<file path="src/rtl/maze_player_ctrl.sv">
// maze_player_ctrl
// Player-movement controller for a grid maze. It turns four raw push buttons
// into single move requests, asks the maze map whether the target cell is a
// wall, and updates the player position and move counter when the cell is free.
//
// Configuration macro: MAZE_PLAYER_WRAP_EN
//   undefined (default) : a move off the grid edge bumps and issues no query
//   defined             : a move off the grid edge wraps to the opposite edge
//
// Ports
//   iCLK      in   1  system clock
//   iRST_N    in   1  synchronous active-low reset
//   iDIR_N    in   4  raw buttons, active-low: [0] right [1] left [2] down [3] up
//   oQ_VALID  out  1  wall-query request to the maze map
//   oQ_X/Y    out  5  cell being queried
//   iQ_READY  in   1  map accepts the query and returns iQ_WALL this cycle
//   iQ_WALL   in   1  queried cell is a wall (valid with iQ_READY)
//   oPX/oPY   out  5  current player cell
//   oMOVES    out 16  successful move count, saturating
//   oBUMP     out  1  one-cycle pulse when a move is rejected
//   oAT_GOAL  out  1  player is on the goal cell
module maze_player_ctrl #(
  parameter int DEBOUNCE_CYCLES = 500000,
  parameter int GRID_W          = 32,
  parameter int GRID_H          = 24,
  parameter int START_X         = 0,
  parameter int START_Y         = 0,
  parameter int GOAL_X          = 31,
  parameter int GOAL_Y          = 23
) (
  input  logic        iCLK,
  input  logic        iRST_N,
  input  logic [3:0]  iDIR_N,
  output logic        oQ_VALID,
  output logic [4:0]  oQ_X,
  output logic [4:0]  oQ_Y,
  input  logic        iQ_READY,
  input  logic        iQ_WALL,
  output logic [4:0]  oPX,
  output logic [4:0]  oPY,
  output logic [15:0] oMOVES,
  output logic        oBUMP,
  output logic        oAT_GOAL
);

  localparam int CW = (DEBOUNCE_CYCLES > 1) ? $clog2(DEBOUNCE_CYCLES) : 1;
  localparam logic [CW-1:0] CNT_MAX = CW'(DEBOUNCE_CYCLES - 1);
  localparam logic [4:0] MAX_X   = 5'(GRID_W - 1);
  localparam logic [4:0] MAX_Y   = 5'(GRID_H - 1);
  localparam logic [4:0] START_XV = 5'(START_X);
  localparam logic [4:0] START_YV = 5'(START_Y);
  localparam logic [4:0] GOAL_XV  = 5'(GOAL_X);
  localparam logic [4:0] GOAL_YV  = 5'(GOAL_Y);
`ifdef MAZE_PLAYER_WRAP_EN
  localparam logic WRAP_EN = 1'b1;
`else
  localparam logic WRAP_EN = 1'b0;
`endif

  typedef enum logic [1:0] {IDLE, QUERY, MOVE} stateT;

  stateT            r_state, w_stateNext;
  logic [3:0]       r_sync1, r_sync2, r_stable, r_evt;
  logic [CW-1:0]    r_cnt [4];
  logic [4:0]       r_tgtX, r_tgtY, r_px, r_py;
  logic [15:0]      r_moves;
  logic             r_bump, r_atGoal;
  logic [4:0]       w_tgtX, w_tgtY;
  logic             w_anyEvt, w_offGrid, w_blocked, w_loadTgt, w_bumpSet;

  // Synchronize the raw buttons, then debounce each one: the stable level only
  // flips after the synchronized input has disagreed with it for
  // DEBOUNCE_CYCLES consecutive cycles. A press event is a registered pulse
  // emitted exactly when the stable level flips to pressed (low).
  always_ff @(posedge iCLK) begin
    if (!iRST_N) begin
      r_sync1  <= 4'hF;
      r_sync2  <= 4'hF;
      r_stable <= 4'hF;
      r_evt    <= 4'h0;
      for (int i = 0; i < 4; i++) r_cnt[i] <= '0;
    end else begin
      r_sync1 <= iDIR_N;
      r_sync2 <= r_sync1;
      r_evt   <= 4'h0;
      for (int i = 0; i < 4; i++) begin
        if (r_sync2[i] != r_stable[i]) begin
          if (r_cnt[i] == CNT_MAX) begin
            r_stable[i] <= r_sync2[i];
            r_evt[i]    <= ~r_sync2[i];
            r_cnt[i]    <= '0;
          end else begin
            r_cnt[i] <= r_cnt[i] + CW'(1);
          end
        end else begin
          r_cnt[i] <= '0;
        end
      end
    end
  end

  // Pick one event (up > down > left > right) and work out the neighbouring
  // cell. The wrapped coordinate is always produced; w_offGrid tells the FSM
  // whether the move crossed an edge.
  always_comb begin
    w_anyEvt  = |r_evt;
    w_tgtX    = r_px;
    w_tgtY    = r_py;
    w_offGrid = 1'b0;
    if (r_evt[3]) begin
      if (r_py == 5'd0) begin w_offGrid = 1'b1; w_tgtY = MAX_Y; end
      else w_tgtY = r_py - 5'd1;
    end else if (r_evt[2]) begin
      if (r_py == MAX_Y) begin w_offGrid = 1'b1; w_tgtY = 5'd0; end
      else w_tgtY = r_py + 5'd1;
    end else if (r_evt[1]) begin
      if (r_px == 5'd0) begin w_offGrid = 1'b1; w_tgtX = MAX_X; end
      else w_tgtX = r_px - 5'd1;
    end else if (r_evt[0]) begin
      if (r_px == MAX_X) begin w_offGrid = 1'b1; w_tgtX = 5'd0; end
      else w_tgtX = r_px + 5'd1;
    end
    w_blocked = w_offGrid & ~WRAP_EN;
  end

  // FSM state register.
  always_ff @(posedge iCLK) begin
    if (!iRST_N) r_state <= IDLE;
    else         r_state <= w_stateNext;
  end

  // Next-state logic. Events outside IDLE, or while on the goal, simply fall
  // on the floor because they are single-cycle pulses that are never stored.
  always_comb begin
    w_stateNext = r_state;
    w_loadTgt   = 1'b0;
    w_bumpSet   = 1'b0;
    oQ_VALID    = 1'b0;
    case (r_state)
      IDLE: begin
        if (w_anyEvt && !r_atGoal) begin
          if (w_blocked) begin
            w_bumpSet = 1'b1;
          end else begin
            w_loadTgt   = 1'b1;
            w_stateNext = QUERY;
          end
        end
      end
      QUERY: begin
        oQ_VALID = 1'b1;
        if (iQ_READY) begin
          if (iQ_WALL) begin
            w_bumpSet   = 1'b1;
            w_stateNext = IDLE;
          end else begin
            w_stateNext = MOVE;
          end
        end
      end
      MOVE:    w_stateNext = IDLE;
      default: w_stateNext = IDLE;
    endcase
  end

  // Datapath: latch the target on entry to QUERY, commit it in MOVE. The goal
  // flag is computed from the value being loaded so it tracks oPX/oPY exactly.
  always_ff @(posedge iCLK) begin
    if (!iRST_N) begin
      r_tgtX   <= START_XV;
      r_tgtY   <= START_YV;
      r_px     <= START_XV;
      r_py     <= START_YV;
      r_moves  <= 16'd0;
      r_bump   <= 1'b0;
      r_atGoal <= (START_XV == GOAL_XV) && (START_YV == GOAL_YV);
    end else begin
      r_bump <= w_bumpSet;
      if (w_loadTgt) begin
        r_tgtX <= w_tgtX;
        r_tgtY <= w_tgtY;
      end
      if (r_state == MOVE) begin
        r_px     <= r_tgtX;
        r_py     <= r_tgtY;
        r_atGoal <= (r_tgtX == GOAL_XV) && (r_tgtY == GOAL_YV);
        if (r_moves != 16'hFFFF) r_moves <= r_moves + 16'd1;
      end
    end
  end

  assign oQ_X     = r_tgtX;
  assign oQ_Y     = r_tgtY;
  assign oPX      = r_px;
  assign oPY      = r_py;
  assign oMOVES   = r_moves;
  assign oBUMP    = r_bump;
  assign oAT_GOAL = r_atGoal;

endmodule
</file>
<file path="config.mk">
export PLATFORM = sky130hd
export DESIGN_NAME = maze_player_ctrl
export DESIGN_NICKNAME = d
export VERILOG_FILES = /design/src/rtl/maze_player_ctrl.sv
export SDC_FILE = /design/constraint.sdc
export NUM_CORES = 1
export LEC_CHECK = 0
export CORE_ASPECT_RATIO = 0.5
export CORE_UTILIZATION = 50
export DETAILED_ROUTE_END_ITERATION = 8
export PLACE_DENSITY = 0.75
export RECOVER_POWER = 25
export SYNTH_ARGS = -nofsm -noshare
export SYNTH_HDL_FRONTEND = slang
export SYNTH_SLANG_ARGS = --single-unit
</file>
<file path="constraint.sdc">
create_clock -name iCLK -period 2.7 [get_ports iCLK]
set_clock_uncertainty 0.05 [all_clocks]
set_input_delay 0.675 -clock iCLK [delete_from_list [all_inputs] [get_ports iCLK]]
set_output_delay 0.675 -clock iCLK [all_outputs]
set_load 0.02 [all_outputs]
</file>
==> results of run 1 <==
[logic make-up after synthesis]
kind of cell / count (synthesis) / share of synthesized area (%)
AO/OA/AOI/OAI: 63 / 6.11
XOR/XNOR: 87 / 11.3
adder cells (fa/ha/maj): 11 / 2.04
buffers and inverters: 45 / 2.96
flip-flops: 132 / 50.4
multiplexers: 5 / 0.741
other: 1 / 0.0555
AND/OR/NAND/NOR: 355 / 26.4
[sequential cells by signal, summed over array words and instances, names as in the netlist, 4 cells and up]
register,flops
r_cnt,76
oMOVES,16
oPX,5
oPY,5
oQ_X,5
oQ_Y,5
r_evt,4
r_stable,4
r_sync1,4
r_sync2,4
[cells in the mapped netlist, drive strengths merged (14+ instances only)]
| cell | n | area [um^2] |
|---|---|---|
| nor2 | 123 | 462 |
| edfxtp | 76 | 2280 |
| nand2 | 73 | 274 |
| dfxtp | 56 | 1120 |
| nand3 | 46 | 258 |
| xnor2 | 44 | 385 |
| xor2 | 43 | 377 |
| a21oi | 29 | 145 |
| nor3 | 24 | 135 |
| inv | 21 | 78.8 |
| nand4 | 20 | 153 |
| and3 | 15 | 93.8 |
| buf | 14 | 83.8 |
[per-stage QoR]
stage | hold slack (ps) | cell area, um^2 | cells
5_1_grt | 390 | 8240 | 1007
3_3_place_gp | 338 | 7660 | 975
4_1_cts | 361 | 8300 | 1007
3_5_place_dp | 347 | 7660 | 975
2_1_floorplan | 336 | 7040 | 774
6_report | 357 | 8240 | 1007
[routing by layer]
| layer | global-route usage (%) | wire, um | share of wire [%] |
|---|---|---|---|
| met2 | 31.6 | 6230 | 47 |
| met4 | 9.34 | 252 | 1.9 |
| met3 | 3.91 | 491 | 3.7 |
| met5 | 0 | 0 | 0 |
| met1 | 25.5 | 6280 | 47 |
[where the power goes]
group	internal, W	total, W	switching, W
logic	0.0000541	0.000131	0.0000774
clock network	0.00155	0.00248	0.000922
registers	0.00218	0.00223	0.0000537
total	0.00379	0.00484	0.00105
[path summary, 6_finish.rpt]
kind                                  from          to  slack, ps  cells after the start
worst min register to register  r_sync1[0]  r_sync2[0]        360                      1
worst max-delay path                oPY[2]      oPY[2]        290                      1
worst min-delay path            r_sync1[0]  r_sync2[0]        360                      1
worst max register to register   oMOVES[9]   oMOVES[0]        350                      6
[area by class of cell]
cell class / instances / area, um^2
Clock inverter: 15 / 206
Fill cell: 1005 / 4680
Timing Repair Buffer: 54 / 523
Sequential cell: 132 / 3400
Multi-Input combinational cell: 597 / 3380
Inverter: 22 / 82.6
Tap cell: 170 / 213
Clock buffer: 17 / 425
[worst reg2reg max path, stage by stage (launching register included)]
cell and delay [ps]:
dfxtp_1 450, nand3_1 130, nor3_1 680, clkbuf_1 380, a31oi_1 240, xnor2_1 210
nor2_1 60
==> results.py, run 1 <==
metrics = {
    "cells_and_area": {
        "area_growth_syn_to_layout_pct": 22.0,
        "mostFrequentLayoutCell": "nor2_1",
        "post-route-util_pct": 63.8,
        "nNetsFinal": 843,
        "layout_common_cells": "nor2_1, edfxtp_1, conb_1, nand2_1, dfxtp_1",
        "layout-drive-gt1-share_pct": 5.73,
        "num_antenna_cells": 0,
    },
    "synthesis": {
        "syn_inst": 699,
        "synth_edf_count": 76,
        "synth_warnings": 0,
        "synthArstFlopShare_pct": 0,
        "ys_ff_latch": 132,
        "synth_cell_types": 59,
        "synth_area_um2": 6750,
        "yosys_most_used_dff": "edfxtp_1",
        "yosysSeqAreaShare_pct": 50.4,
        "syn_avg_cell_area_um2": 9.66,
    },
    "global_route": {
        "gr-total-overflow": 0,
        "grt_max_degree": 37,
        "grt_pass1_vias": 4821,
        "grt_usage_pct": 19.6,
        "grt_pass1_wl_um": 22300,
        "antenna_found_initial": 0,
    },
    "route": {
        "viasPerCell": 5.20,
        "drt-total-wl_um": 13300,
        "drt-pass1-iter-count": 9,
        "wl_per_cell_um": 13.2,
        "antenna_left": 0,
        "vias": 5240,
        "drtIter0Drc": 418,
        "drc": 2,
    },
    "worst_setup_path": {
        "crit_arrival_ps": 1680,
        "slowest_stage": "clkdlybuf4s50_1",
        "setup.worst_path.end_class": "output pin",
        "cp-start-kind": "register",
        "path_max_fanout": 12,
        "path_delay_family": "buffers and inverters",
        "required_ps": 1980,
        "cp_num_buf_inv": 1,
        "path_cells": "clkdlybuf4s50_1",
        "critical_path.max_stage_delay_ps": 690,
        "criticalPathCategory": "register to output pin",
    },
    "clock_network": {
        "clock_path_buffers": 2,
        "clkTransAtPathRegs_ps": 60,
        "h-tree-depth": 4,
        "cts_root_buffer": "clkbuf_16",
        "cts-hold-fix-buffers": 0,
        "cts_setup_buffers": 0,
        "cts_resized": 0,
        "numCtsBuffers": 17,
        "cts_tree": "done",
        "clock-sinks": 132,
        "clkLatencyLatePin_ps": 410,
    },
    "placed_design": {
        "io_buffers": 46,
        "post-place-ws_ps": 470,
        "globalplace.congestion": 0.801,
        "dp_hpwl_um": 9060,
    },
    "timing": {
        "min_period_ps": 2410,
        "hold_violations": 0,
        "tightest_slew_ps": 796,
        "fin_crit_sh_pct": 89.1,
        "setup_tns_ps": 0,
        "max_slew_margin_pct": 46.5,
        "max_freq_ghz": 0.416,
        "setup_ws_ps": 294,
        "finalSetupViolations": 0,
        "final-max-slew-violation-count": 0,
        "rsz0062_at_grt": "false",
    },
    "floorplan": {
        "die_area_um2": 14000,
        "die_x_um": 166,
        "core_um2": 12900,
        "start_util_pct": 52.3,
        "row_count": 29,
        "die_h_um": 84.2,
        "ioPinCount": 47,
    },
    "min_path": {
        "worstHoldPathType": "register to register",
    },
    "pwr": {
        "power_w": 0.00484,
        "p_per_area_nw_per_um2": 588,
        "p_leak_nw": 2.91,
        "ir_worst_vdd_uv": 337,
    },
    "outcome": {
        "violations": "design-rule violations",
        "outcome": "complete, but fails checks",
    },
    "run": {
        "cap_violations": 0,
    },
}
Note: power is estimated with default switching activity, not from simulation.
==> inputs of run 2 (changes only) <==
--- a/config.mk
+++ b/config.mk
@@ -5,7 +5,7 @@
 export SDC_FILE = /design/constraint.sdc
 export NUM_CORES = 1
 export LEC_CHECK = 0
-export CORE_ASPECT_RATIO = 0.5
+export CORE_ASPECT_RATIO = 0.6
 export CORE_UTILIZATION = 50
 export DETAILED_ROUTE_END_ITERATION = 8
 export PLACE_DENSITY = 0.75
==> run 2 against run 1 <==
The run still ends with design-rule violations left; sequential share of layout area increased by 0.31 points; die area is essentially flat; sequential cell count stayed put; largest power group unchanged.
==> results.py, run 2 (synthesis gave the netlist of run 1 again) <==
metrics = {
    "outcome": {
        "outcome": "complete, but fails checks",
        "violations": "design-rule violations",
    },
    "worst_setup_path": {
        "criticalPathCategory": "register to register",
        "r2r_start": "oPX[0]",
        "startpoint": "oPX[0]",
        "cp-start-kind": "register",
        "setup.worst_path.end_class": "register",
        "path_max_fanout": 16,
        "required_ps": 2930,
        "crit_arrival_ps": 2700,
    },
    "route": {
        "antenna_left": 0,
        "drtIter0Drc": 391,
        "drt-total-wl_um": 14100,
        "drc": 7,
        "vias": 5268,
        "drt-pass1-iter-count": 7,
        "viasPerCell": 5.24,
        "wl_per_cell_um": 14.1,
    },
    "global_route": {
        "grt_pass1_wl_um": 23700,
        "antenna_found_initial": 0,
        "grtUsageMet3_pct": 5.58,
        "grt_max_degree": 30,
        "gr-total-overflow": 0,
        "grt_usage_pct": 21.3,
        "grt_pass1_vias": 4975,
        "met2_usage_pct": 34.1,
        "grt-busiest-layer": "met2",
        "grt_use_met1_pct": 28.5,
    },
    "cells_and_area": {
        "area_growth_syn_to_layout_pct": 21.0,
        "largest_reg_flops": 76,
        "final_cell_area_um2": 8180,
        "mostFrequentLayoutCell": "nor2_1",
        "layout-drive-gt1-share_pct": 5.03,
        "post-route-util_pct": 62.8,
        "nNetsFinal": 841,
        "layout_common_cells": "nor2_1, edfxtp_1, conb_1, nand2_1, dfxtp_1",
        "largest_register": "r_cnt",
        "num_antenna_cells": 0,
    },
    "floorplan": {
        "die_x_um": 152,
        "die_area_um2": 14000,
        "core_um2": 13000,
        "die_h_um": 92.0,
        "start_util_pct": 51.9,
        "row_count": 32,
        "ioPinCount": 47,
    },
    "clock_network": {
        "cts_tree": "done",
        "cts_setup_buffers": 0,
        "cts_root_buffer": "clkbuf_16",
        "clock_path_buffers": 2,
        "h-tree-depth": 4,
        "clkTransAtPathRegs_ps": 60,
        "cts-hold-fix-buffers": 0,
        "clkLatencyLatePin_ps": 420,
        "clock-sinks": 132,
        "numCtsBuffers": 17,
        "cts_resized": 0,
    },
    "min_path": {
        "worstHoldStart": "r_sync1[0]",
        "worstHoldPathType": "register to register",
    },
    "timing": {
        "rsz0062_at_grt": "false",
        "min_period_ps": 2460,
        "fin_crit_sh_pct": 91.3,
        "max_slew_margin_pct": 50.1,
        "tightest_slew_ps": 743,
        "finalSetupViolations": 0,
        "final-max-slew-violation-count": 0,
        "setup_tns_ps": 0,
        "max_freq_ghz": 0.406,
        "hold_violations": 0,
    },
    "placed_design": {
        "place_area_um2": 7640,
        "globalplace.congestion": 0.853,
        "dp_hpwl_um": 10000,
        "io_buffers": 46,
    },
    "pwr": {
        "ir_worst_vdd_uv": 348,
        "p_per_area_nw_per_um2": 568,
        "p_leak_nw": 2.90,
    },
    "run": {
        "cap_violations": 0,
    },
}
[run 2: cell count changes in the layout (fill, tap and decap cells not counted), sizes merged]
cell,previous run,this run
clkbuf,20,26
bufinv,4,2
buf,5,3
clkinvlp,3,0
clkinv,7,6
[run 2: layout make-up]
cell class	instances	area, um^2
flip-flops and latches	132	3400
well taps	170	213
clock buffers	23	479
multi-input cells	597	3400
fillers	1014	4840
clock inverters	9	100
repair buffers	52	494
inverters	22	82.6
[run 2: critical path: stages, from the launching register on]
cell	delay (ps)
dfxtp_1	390
ha_1	270
and3_1	190
ha_1	230
inv_1	90
o221ai_1	130
a21boi_1	360
buf_4	290
nor3b_1	240
nor3_1	80
[run 2: per-layer routing]
| metal | wire length, um | up-vias |
|---|---|---|
| li1 | - | 2629 |
| met1 | 6870 | 2493 |
| met2 | 6440 | 136 |
| met3 | 718 | 10 |
| met4 | 99 | 0 |
| met5 | 0 | - |
[run 2: per-stage QoR]
stage | cells | setup WS [ps] | power (W) | hold slack, ps
finish | 1005 | 236 | 0.00464 | 358
global route | 1005 | 22.4 | 0.00479 | 383
CTS | 1005 | 264 | 0.00467 | 364
detailed placement | 973 | 308 | 0.00241 | 349
global placement | 973 | 391 | 0.00240 | 342
floorplan | 774 | 703 | 0.00236 | 336
[run 2: power breakdown]
part	switching, W	total (W)	internal, W	leakage (nW)
Clock	0.000843	0.00228	0.00143	0.288
Sequential	0.0000551	0.00224	0.00218	1.24
Combinational	0.0000790	0.000131	0.0000520	1.37
Total	0.000977	0.00464	0.00367	2.90
[run 2: path summary, 6_finish.rpt]
path                      to  depth (start not counted)  slack (ps)
setup / recovery     oQ_Y[3]                          9         240
hold / removal    r_sync2[0]                          1         360
setup reg to reg     oQ_Y[3]                          9         240
hold reg to reg   r_sync2[0]                          1         360
==> inputs of run 3 (changes only) <==
--- a/config.mk
+++ b/config.mk
@@ -5,11 +5,12 @@
 export SDC_FILE = /design/constraint.sdc
 export NUM_CORES = 1
 export LEC_CHECK = 0
-export CORE_ASPECT_RATIO = 0.6
+export CORE_ASPECT_RATIO = 0.8
 export CORE_UTILIZATION = 50
 export DETAILED_ROUTE_END_ITERATION = 8
 export PLACE_DENSITY = 0.75
 export RECOVER_POWER = 25
+export SETUP_SLACK_MARGIN = 0.3
 export SYNTH_ARGS = -nofsm -noshare
 export SYNTH_HDL_FRONTEND = slang
 export SYNTH_SLANG_ARGS = --single-unit
==> constraint.sdc (replaced) <==
create_clock -name iCLK -period 2.64 [get_ports iCLK]
set_clock_uncertainty 0.05 [all_clocks]
set_input_delay 0.66 -clock iCLK [delete_from_list [all_inputs] [get_ports iCLK]]
set_output_delay 0.66 -clock iCLK [all_outputs]
set_load 0.02 [all_outputs]
==> run 3 against run 2 <==
The run now ends clean; register-to-register slack better by 120 ps; clock power about the same; sequential cell count is the same; design area grew 0.46%; wire length is 3.9% lower; via count decreased by 0.66%; highest routed layer unchanged.
==> results.py, run 3 (synthesis gave the netlist of run 1 again) <==
metrics = {
    "outcome": {
        "outcome": "finished, final reports clean",
    },
    "global_route": {
        "grt_max_degree": 37,
        "grtUsageMet3_pct": 6.34,
        "grt_usage_pct": 21.0,
        "grt_pass1_wl_um": 23100,
        "grt_use_met1_pct": 25.8,
        "grt-busiest-layer": "met2",
        "antenna_found_initial": 0,
        "grt_pass1_vias": 5086,
        "gr-total-overflow": 0,
        "met2_usage_pct": 34.7,
    },
    "min_path": {
        "worstHoldPathType": "register to register",
        "whs_path_depth": 1,
    },
    "cells_and_area": {
        "fillers": 1063,
        "layout-drive-gt1-share_pct": 6.57,
        "layout_common_cells": "nor2_1, edfxtp_1, conb_1, nand2_1, dfxtp_1",
        "largest_reg_flops": 76,
        "num_antenna_cells": 0,
        "largest_register": "r_cnt",
        "post-route-util_pct": 63.1,
        "multi_input_area_um2": 3430,
        "nNetsFinal": 843,
        "mostFrequentLayoutCell": "nor2_1",
        "final_cell_area_um2": 8210,
        "area_growth_syn_to_layout_pct": 21.6,
        "regArea_um2": 3410,
    },
    "worst_setup_path": {
        "setup.worst_path.end_class": "output pin",
        "path_max_fanout": 7,
        "critical_path.max_stage_delay_ps": 670,
        "path_cells": "clkdlybuf4s50_1",
        "cp_num_buf_inv": 1,
        "rr_worst_depth": 5,
        "cp_num_cells": 1,
        "criticalPathCategory": "register to output pin",
        "required_ps": 1930,
        "crit_arrival_ps": 1570,
        "slowest_stage": "clkdlybuf4s50_1",
        "path_delay_family": "buffers and inverters",
        "cp-start-kind": "register",
    },
    "placed_design": {
        "place_area_um2": 7660,
        "post-place-ws_ps": 400,
        "globalplace.congestion": 0.846,
        "io_buffers": 46,
        "dp_hpwl_um": 9610,
    },
    "timing": {
        "max_slew_margin_pct": 43.8,
        "hold_violations": 0,
        "rsz0062_at_grt": "false",
        "setup_tns_ps": 0,
        "finalSetupViolations": 0,
        "setup_ws_ps": 357,
        "max_freq_ghz": 0.438,
        "min_period_ps": 2280,
        "final-max-slew-violation-count": 0,
        "fin_crit_sh_pct": 86.5,
        "tightest_slew_ps": 837,
    },
    "route": {
        "antenna_left": 0,
        "vias": 5233,
        "drt-pass1-iter-count": 4,
        "viasPerCell": 5.17,
        "drtIter0Drc": 366,
        "drt-total-wl_um": 13600,
        "wl_per_cell_um": 13.4,
        "drc": 0,
    },
    "run": {
        "cap_violations": 0,
    },
    "clock_network": {
        "clock_path_buffers": 2,
        "clock-sinks": 132,
        "numCtsBuffers": 17,
        "cts-hold-fix-buffers": 0,
        "h-tree-depth": 4,
        "cts_tree": "done",
        "clkLatencyLatePin_ps": 430,
        "cts_root_buffer": "clkbuf_16",
        "clkTransAtPathRegs_ps": 60,
    },
    "pwr": {
        "p_per_area_nw_per_um2": 573,
        "p_leak_nw": 2.91,
        "ir_worst_vdd_uv": 460,
        "power_w": 0.00470,
        "p_sw_w": 0.00102,
        "pwr-share-comb_pct": 2.9,
        "internal_power_w": 0.00369,
        "clkPwrFrac_pct": 48.5,
        "pwr-share-seq_pct": 48.6,
        "swShare_pct": 21.6,
    },
    "floorplan": {
        "die_x_um": 132,
        "start_util_pct": 51.9,
        "core_um2": 13000,
        "row_count": 37,
        "ioPinCount": 47,
        "die_area_um2": 14000,
        "die_h_um": 106,
    },
}
-- run 3: cell count changes in the layout (fill, tap and decap cells not counted), moves of 3 or more --
| cell | before | now |
|---|---|---|
| clkdlybuf4s50_1 | 45 | 41 |
| clkinv_4 | 1 | 4 |
| clkinvlp_4 | 0 | 3 |
| dfxtp_1 | 56 | 51 |
| dfxtp_2 | 0 | 5 |
-- run 3: layer usage --
metal  up-vias  share of wire, %
li1       2639                 -
met1      2499                46
met2        77                49
met3        18               3.5
met4         0               1.7
met5         -                 0
-- run 3: final timing paths --
path | from | end | slack, ps
max | oPY[1] | oPY[1] | 360
min | r_sync1[1] | r_sync2[1] | 370
max reg2reg | r_cnt[0][11] | r_cnt[0][10] | 360
min reg2reg | r_sync1[1] | r_sync2[1] | 370
-- run 3: final cells by class --
| cell class | count | share of cell area (%) |
|---|---|---|
| clock inverter | 11 | 1.23 |
| multi-input combinational | 597 | 41.7 |
| clock buffer | 21 | 5.88 |
| tap | 175 | 2.67 |
| timing repair buffer | 54 | 5.99 |
| sequential | 132 | 41.5 |
| inverter | 22 | 1.01 |
-- run 3: stage by stage --
step	hold slack (ps)	cells
after floorplan	336	774
after global placement	344	980
after detailed placement	350	980
after CTS	374	1012
after global routing	389	1012
final	370	1012
-- run 3: repair_timing --
action / CTS / global route
setup endpoints to repair: 3 / 13
setup buffers: 0 / 0
resized for setup: 3 / 8
gates cloned: 0 / 0
-- run 3: power by group through the flow --
stage | clock network, W | registers (W) | logic, W
3_3_place_gp | 0 | 0.00232 | 0.000130
2_1_floorplan | 0 | 0.00231 | 0.000103
4_1_cts | 0.00232 | 0.00229 | 0.000134
5_1_grt | 0.00242 | 0.00230 | 0.000155
6_report | 0.00228 | 0.00229 | 0.000135
3_5_place_dp | 0 | 0.00233 | 0.000132
